File: config.mk
export PLATFORM = sky130hd
export DESIGN_NAME = control_unit
export DESIGN_NICKNAME = d
export VERILOG_FILES = /design/src/rtl/control_unit.sv
export SDC_FILE = /design/constraint.sdc
export NUM_CORES = 1
export LEC_CHECK = 0
export BUFFER_PORTS_ARGS = -buffer_cell sky130_fd_sc_hd__buf_4
export CAP_MARGIN = 10
export CORE_MARGIN = 4
export CORE_UTILIZATION = 52
export DETAILED_ROUTE_END_ITERATION = 6
export PLACE_DENSITY = 0.75
export SYNTH_ARGS = -nofsm -noshare
export SYNTH_HDL_FRONTEND = slang
export SYNTH_SLANG_ARGS = --single-unit
export TNS_END_PERCENT = 50
File: constraint.sdc
create_clock -name clk -period 2.1 [get_ports clk]
set_clock_uncertainty 0.1 [all_clocks]
set_input_delay 0.21 -clock clk [delete_from_list [all_inputs] [get_ports clk]]
set_output_delay 0.21 -clock clk [all_outputs]
set_load 0.1 [all_outputs]
File: src/rtl/control_unit.sv
// Multi-cycle fetch/decode/execute sequencer for the 8-bit, 4-register CPU.
// Owns pc/ir, drives register-file addressing, write-back and ALU op selection.
module control_unit #(
  parameter int                    PC_WIDTH = 8,
  parameter logic [PC_WIDTH-1:0]   RESET_PC = '0
) (
  input  logic                clk,
  input  logic                reset,
  output logic [PC_WIDTH-1:0] pc,
  input  logic [7:0]          instr_data,
  input  logic [7:0]          alu_result,
  output logic [2:0]          alu_op,
  output logic [1:0]          rf_read_addr1,
  output logic [1:0]          rf_read_addr2,
  output logic                rf_write_enable,
  output logic [1:0]          rf_write_addr,
  output logic [7:0]          rf_write_data,
  output logic                z_flag,
  output logic                halted,
  output logic [2:0]          state
);

  typedef enum logic [2:0] {
    S_FETCH     = 3'd0,
    S_DECODE    = 3'd1,
    S_FETCH_IMM = 3'd2,
    S_EXECUTE   = 3'd3,
    S_WRITEBACK = 3'd4,
    S_HALT      = 3'd5
  } state_e;

  localparam logic [3:0] OP_LDI  = 4'h7;
  localparam logic [3:0] OP_JMP  = 4'h8;
  localparam logic [3:0] OP_JZ   = 4'h9;
  localparam logic [3:0] OP_HALT = 4'hF;

  state_e              state_q;
  logic [PC_WIDTH-1:0] pc_q;
  logic [7:0]          ir_q;
  logic [7:0]          imm_q;
  logic [7:0]          res_q;
  logic                z_q;
  logic                we_q;
  logic                halted_q;

  logic [3:0]          opcode;
  logic [PC_WIDTH-1:0] pc_inc;
  logic [PC_WIDTH-1:0] pc_imm;

  assign opcode = ir_q[7:4];
  assign pc_inc = pc_q + PC_WIDTH'(1);
  assign pc_imm = PC_WIDTH'(instr_data);

  always_ff @(posedge clk) begin
    if (reset) begin
      state_q  <= S_FETCH;
      pc_q     <= RESET_PC;
      ir_q     <= '0;
      imm_q    <= '0;
      res_q    <= '0;
      z_q      <= 1'b0;
      we_q     <= 1'b0;
      halted_q <= 1'b0;
    end else begin
      unique case (state_q)
        S_FETCH: begin
          ir_q    <= instr_data;
          pc_q    <= pc_inc;
          we_q    <= 1'b0;
          state_q <= S_DECODE;
        end
        S_DECODE: begin
          if (opcode >= 4'h1 && opcode <= 4'h6) begin
            state_q <= S_EXECUTE;
          end else if (opcode >= OP_LDI && opcode <= OP_JZ) begin
            state_q <= S_FETCH_IMM;
          end else if (opcode == OP_HALT) begin
            halted_q <= 1'b1;
            state_q  <= S_HALT;
          end else begin
            state_q <= S_FETCH;
          end
        end
        S_FETCH_IMM: begin
          imm_q <= instr_data;
          if (opcode == OP_LDI) begin
            pc_q    <= pc_inc;
            we_q    <= 1'b1;
            state_q <= S_WRITEBACK;
          end else if (opcode == OP_JMP) begin
            pc_q    <= pc_imm;
            state_q <= S_FETCH;
          end else begin
            // JZ uses the flag left by the last ALU instruction
            pc_q    <= z_q ? pc_imm : pc_inc;
            state_q <= S_FETCH;
          end
        end
        S_EXECUTE: begin
          res_q <= alu_result;
          if (opcode >= 4'h1 && opcode <= 4'h5) begin
            z_q <= (alu_result == 8'h00);
          end
          we_q    <= 1'b1;
          state_q <= S_WRITEBACK;
        end
        S_WRITEBACK: begin
          we_q    <= 1'b0;
          state_q <= S_FETCH;
        end
        S_HALT: begin
          state_q <= S_HALT;
        end
        default: begin
          we_q    <= 1'b0;
          state_q <= S_FETCH;
        end
      endcase
    end
  end

  always_comb begin
    alu_op = 3'd5;
    unique case (opcode)
      4'h1:    alu_op = 3'd0;
      4'h2:    alu_op = 3'd1;
      4'h3:    alu_op = 3'd2;
      4'h4:    alu_op = 3'd3;
      4'h5:    alu_op = 3'd4;
      default: alu_op = 3'd5;
    endcase
  end

  // Strobe is gated by reset so an aborted write-back never reaches the register file
  assign rf_write_enable = we_q & ~reset;
  assign rf_write_data   = (opcode == OP_LDI) ? imm_q : res_q;
  assign rf_read_addr1   = ir_q[3:2];
  assign rf_read_addr2   = ir_q[1:0];
  assign rf_write_addr   = ir_q[3:2];
  assign pc              = pc_q;
  assign z_flag          = z_q;
  assign halted          = halted_q;
  assign state           = state_q;

endmodule

==> results.ini, run 1 <==
[timing]
slew_headroom_pct = 65.4
clock.fmax_ghz = 0.504
tns_ns = 0
slew_viol_final = 0
finalCritPeriodShare_pct = 94.4
setup_viol = 0
rsz0062_at_grt = no
hold_slack_ns = 0.0616
hold_violations = 0
finalCriticalPeriod_ns = 1.98
worst_pin_slew_ns = 0.519

[global_route]
antenna_found_initial = 0
grt_max_degree = 43
grt_pass1_vias = 1682
gr-total-overflow = 0
grt_use_total_pct = 19.0
grt_first_pass_wirelength_mm = 7.61

[synth]
synth_cell_types = 42
synth-seq-cells = 38
synth_area_um2 = 1960
ys_seq_area_share_pct = 38.9
syn-mean-instance-area_um2 = 7.82
netlist_instances = 250
synth_warnings = 0
syn-num-nets = 269

[setup_path]
r2r_slack_ns = 0.27
crit_path_max_incr_delay_ns = 0.51
worstReg2RegEnd = pc[4]$_SDFFE_PP0P_
end_kind = primary output
path_delay_family = simple AND/OR/NAND/NOR gates
worstPathRequired_ns = 1.79
r2r_cells = 4
worstPathMaxFanout = 11
crit_chain = and4b_2, nand2_1, nand2_1, buf_4
critical_path_class = flop to primary output
r2r_start = ir_q[7]$_SDFFE_PP0P_
cp_data_arrival_time_ns = 1.67
cp-start-kind = flop
path_buf_inv = 1
cp_slowest_cell = dfxtp_1
cpMostUsedCell = nand2_1

[pwr]
power.internal_w = 0.00119
leakagePower_nw = 1.06
sw_frac_of_total_pct = 41.3
irDropWorstVdd_mv = 0.467
power_frac_clock_pct = 23.3
p_switching_w = 0.000837
power.share.sequential_pct = 40.6
power_w = 0.00203
pwr-share-comb_pct = 36.1
power_density_nw_per_um2 = 851

[worst_hold_path]
worstHoldStart = alu_result[7]
hold_path_depth = 3
hold_path_end = res_q[7]$_SDFFE_PP0P_
worst_hold_path_type = primary input to flop

[clocking]
htreeDepth = 2
tritoncts = done
cts_hold_buf = 0
worstSkewPairLatency_ns = 0.28
cts_buffer_depth = 2
root_buffer = clkbuf_8
path_clk_slew_ns = 0.07
cts_buffers = 5
cts.sinks = 38

[routing]
routed_wl_mm = 4.37
firstDrtPassIters = 4
top_layer_used = met4
drc_errors = 0
ant_nets = 0
wl_met3_um = 311
drt-initial-drc-count = 132
vias_per_cell = 5.43
wl_per_cell_um = 13.0
num_vias = 1830
wl_met1_mm = 2.03
dr_wl_met2_mm = 1.98

[finish]
n_antenna_cell = 0
mostFrequentLayoutCell = nand2_1
synthToLayoutAreaGrowth_pct = 21.8
layout_common_cells = nand2_1 (58), buf_4 (56), dfxtp_1 (37), nor2_1 (25), a21oi_1 (23)
postLayoutCoreUtil_pct = 65.0
fin_nets = 308
fill_cells = 335
seqCellArea_um2 = 762
drive_above_1_share_pct = 24.6
multi_input_area_um2 = 1050

[place]
gp_congestion = 0.784
dp.final_hpwl_mm = 3.22
io_buffer_count = 48

[die]
dieHeight_um = 69.3
die_area_um2 = 4810
core_um2 = 3660
initial_utilization_pct = 53.4
die_w_um = 69.3
ios = 49
core.rowCount = 22

[run]
max_cap_violations = 0

[run_status]
outcome = completed

## how the worst max path moves through the flow
stage	start	to	slack (ns)	depth (start not counted)
after floorplan	reset	rf_write_enable	-0.07	3
after global placement	ir_q[7]$_SDFFE_PP0P_	pc[4]$_SDFFE_PP0P_	0.37	4
after detailed placement	ir_q[4]$_SDFFE_PP0P_	rf_write_data[7]	0.32	4
after CTS	ir_q[4]$_SDFFE_PP0P_	rf_write_data[7]	0.10	4
after global routing	ir_q[5]$_SDFFE_PP0P_	rf_write_data[5]	0.02	4
final	ir_q[4]$_SDFFE_PP0P_	rf_write_data[7]	0.12	4
## registers in the layout, summed over array words and instances (netlist names)
| name | cells |
|---|---|
| z_flag | 1 |
| ir_q | 8 |
| state | 3 |
| res_q | 8 |
| halted | 1 |
| pc | 8 |
| imm_q | 8 |
| we_q | 1 |
## cell type report
type	count	share of cell area, %
clock buffer	5	2.89
clock inverter	2	0.420
inverter	3	0.473
multi-input combinational	185	44.0
sequential	38	32.0
tap	48	2.52
timing repair buffer	56	17.7
## through the flow
stage / instances / worst slack, ns / instance area (µm²)
finish: 337 / 0.117 / 2380
global route: 337 / 0.0246 / 2380
floorplan: 250 / -0.0671 / 1960
global placement: 330 / 0.369 / 2300
CTS: 337 / 0.104 / 2380
detailed placement: 330 / 0.320 / 2300
## timing repair
item,in CTS,in global routing
endpoints found under the setup margin,1,0
gates resized for setup,1,0
hold endpoints to repair,0,0
setup buffers,0,0
## cells by family after synthesis
family | synth area share [%]
buffers and inverters | 7.74
AO/OA/AOI/OAI | 16.7
AND/OR/NAND/NOR | 28.4
flip-flops | 38.9
multiplexers | 7.17
adder cells (fa/ha/maj) | 0.640
XOR/XNOR | 0.448
## cells in the mapped netlist, drive strengths merged
cell / instances / area share, %
nand2b: 4 / 1.3
o21bai: 1 / 0.38
ha: 1 / 0.64
a21oi: 24 / 6.1
nor3b: 3 / 2.0
or4: 2 / 0.77
buf: 16 / 5.6
nand4b: 1 / 0.45
o21a: 2 / 0.77
nor2: 26 / 5.1
o21ai: 11 / 2.8
nor4: 5 / 1.6
and4b: 1 / 0.51
clkbuf: 8 / 1.5
nand4: 1 / 0.32
or3: 1 / 0.32
o31ai: 1 / 0.38
xor2: 1 / 0.45
or2: 3 / 0.96
nand3b: 5 / 1.9
nand3: 4 / 1.0
mux2i: 14 / 7.2
a31oi: 3 / 0.96
a2111oi: 1 / 0.45
and4: 1 / 0.45
nand2: 58 / 11
nor3: 1 / 0.26
inv: 3 / 0.58
o211ai: 1 / 0.38
dfxtp: 38 / 39
and3: 1 / 0.32
a211oi: 1 / 0.38
a2bb2oi: 3 / 1.3
o2111ai: 2 / 1.8
o221ai: 2 / 0.90
## worst register-to-register path, cell delays in order (launching register included)
cell and delay (ns):
dfxtp_1 0.52, nor3b_2 0.43, o2111ai_1 0.32, a2bb2oi_1 0.23, a31oi_1 0.17
## routing by layer
layer | vias to the layer above | global-route usage (%)
met5 | - | 0
met4 | 0 | 5.21
met3 | 7 | 5.51
met2 | 59 | 30.8
met1 | 834 | 24.7
li1 | 930 | -
## power groups by stage
| stage | logic [W] | registers [W] | clock network [W] |
|---|---|---|---|
| 2_1_floorplan | 0.000494 | 0.000939 | 0 |
| 4_1_cts | 0.000734 | 0.000821 | 0.000482 |
| 3_3_place_gp | 0.000730 | 0.000837 | 0 |
| 6_report | 0.000732 | 0.000823 | 0.000471 |
| 3_5_place_dp | 0.000732 | 0.000838 | 0 |
| 5_1_grt | 0.000778 | 0.000831 | 0.000518 |
No activity file was read; power rests on OpenSTA's default activity.
==> run 2: changes to the inputs <==
- CORE_UTILIZATION: 52 -> 57
- PLACE_DENSITY: 0.75 -> 0.82
- clock period: 2.1 -> 2.5 ns (I/O delays scaled with it)
==> run 2 against run 1 <==
Sequential power down 15%. Clock power decreased by 11%. Critical endpoint is now rf_write_data[5]. Cell count is 1.8% lower. Critical path type unchanged. Critical path depth unchanged. Worst hold slack got worse by 0.025 ns. Via count shrank 2.7%. Clock-buffer cell count stayed put. Sequential share of layout area rose by 0.60 points.
==> results.ini, run 2 (same netlist as run 1, synthesis figures left out) <==
[run_status]
outcome = completed

[timing]
tns_ns = 0  ; unchanged
finalCritPeriodShare_pct = 88.3
finalCriticalPeriod_ns = 2.21
clock.fmax_ghz = 0.453
rsz0062_at_grt = no
setup_viol = 0  ; unchanged
slew_viol_final = 0  ; unchanged
hold_violations = 0  ; unchanged
hold_slack_ns = 0.0362  ; -0.0254 ns
slew_headroom_pct = 66.8  ; +1.5 points
worst_pin_slew_ns = 0.495  ; -0.0239 ns

[routing]
drc_errors = 0  ; unchanged
vias_per_cell = 5.38  ; -0.91%
drt-initial-drc-count = 170  ; +29%
routed_wl_mm = 4.50  ; +3.0%
firstDrtPassIters = 5  ; +1
wl_per_cell_um = 13.6  ; +4.9%
num_vias = 1781  ; -2.7%
ant_nets = 0  ; unchanged

[setup_path]
cp_data_arrival_time_ns = 1.86  ; +0.19 ns
path_delay_family = simple AND/OR/NAND/NOR gates
worstPathMaxFanout = 11  ; unchanged
cp_slowest_cell = dfxtp_1
end_kind = primary output
cp-start-kind = flop
path_buf_inv = 1  ; unchanged
worstPathRequired_ns = 2.15  ; +0.36 ns
cpMostUsedCell = nand2_1
critical_path_class = flop to primary output
crit_path_max_incr_delay_ns = 0.53  ; +0.02 ns
crit_chain = and4b_1, nand2_1, nand2_1, buf_4

[global_route]
grt_pass1_vias = 1625  ; -3.4%
grt_first_pass_wirelength_mm = 7.66  ; +0.64%
grt_max_degree = 43  ; unchanged
grt_use_total_pct = 22.7  ; +3.6 points
antenna_found_initial = 0  ; unchanged
gr-total-overflow = 0  ; unchanged

[clocking]
cts_buffer_depth = 2  ; unchanged
worstSkewPairLatency_ns = 0.35  ; +0.07 ns
post_cts_resized = 0  ; -1
cts_hold_buf = 0  ; unchanged
root_buffer = clkbuf_4
cts.sinks = 38  ; unchanged
post_cts.repair.setup_buffers = 0  ; unchanged
htreeDepth = 2  ; unchanged
cts_buffers = 5  ; unchanged
tritoncts = done
path_clk_slew_ns = 0.13  ; +0.06 ns

[place]
io_buffer_count = 48  ; unchanged
dp.final_hpwl_mm = 3.08  ; -4.4%
gp_congestion = 0.809  ; +3.3%

[pwr]
irDropWorstVdd_mv = 0.527  ; +13%
power_density_nw_per_um2 = 737  ; -13%
leakagePower_nw = 1.04  ; -2.2%

[die]
die_area_um2 = 4430  ; -7.8%
die_w_um = 66.6  ; -4.0%
initial_utilization_pct = 58.6  ; +5.2 points
core.rowCount = 21  ; -4.5%
dieHeight_um = 66.6  ; -4.0%
ios = 49  ; unchanged
core_um2 = 3340  ; -8.9%

[finish]
fin_nets = 303  ; -1.6%
synthToLayoutAreaGrowth_pct = 19.3
mostFrequentLayoutCell = nand2_1
layout_common_cells = nand2_1 (58), buf_4 (51), dfxtp_1 (38), nor2_1 (25), a21oi_1 (24)
n_antenna_cell = 0  ; unchanged
drive_above_1_share_pct = 22.5  ; -2.1 points

[run]
max_cap_violations = 0  ; unchanged

[worst_hold_path]
worst_hold_path_type = primary input to flop

[run 2: path summary, 6_finish.rpt]
kind | from | to | slack, ns | cells past startpoint
hold reg to reg | imm_q[5]$_SDFFE_PP0P_ | imm_q[5]$_SDFFE_PP0P_ | 0.37 | 2
hold / removal | instr_data[1] | ir_q[1]$_SDFFE_PP0P_ | 0.04 | 3
setup / recovery | ir_q[4]$_SDFFE_PP0P_ | rf_write_data[5] | 0.29 | 4
setup reg to reg | state[2]$_SDFF_PP0_ | ir_q[4]$_SDFFE_PP0P_ | 0.58 | 4
[run 2: layout make-up]
class | instances | area, µm²
inverter | 3 | 11.3
sequential | 38 | 761
timing repair buffer | 51 | 383
clock inverter | 3 | 40.0
fill | 270 | 1000
tap | 46 | 57.6
clock buffer | 5 | 37.5
multi-input combinational | 185 | 1040
[run 2: tightest hold or removal path, delay by kind of cell]
kind	cells	cell delay (ns)
buf+inv	1	0.12
simple gates	1	0.05
compound gates	1	0.05
[run 2: layer usage]
| metal | vias to the layer above | GRT usage [%] | share of wire, % |
|---|---|---|---|
| met2 | 55 | 32.7 | 44 |
| met4 | 0 | 11.2 | 2.4 |
| met1 | 792 | 30.9 | 47 |
| met5 | - | 0 | 0 |
| met3 | 12 | 5.90 | 6.5 |
| li1 | 922 | - | - |
[run 2: metrics by stage]
stage	cells	area (µm²)	utilization, %	worst slack [ns]	power, W
finish	331	2330	69.9	0.293	0.00172
global placement	323	2260	67.6	0.649	0.00130
detailed placement	323	2260	67.6	0.623	0.00131
CTS	331	2330	69.9	0.275	0.00172
floorplan	250	1960	-	0.0595	0.00120
global route	331	2330	69.9	0.0988	0.00179
[run 2: report_power, final]
group	switching, W	internal, W
Combinational	0.000443	0.000153
Sequential	0.0000555	0.000646
Clock	0.000214	0.000207
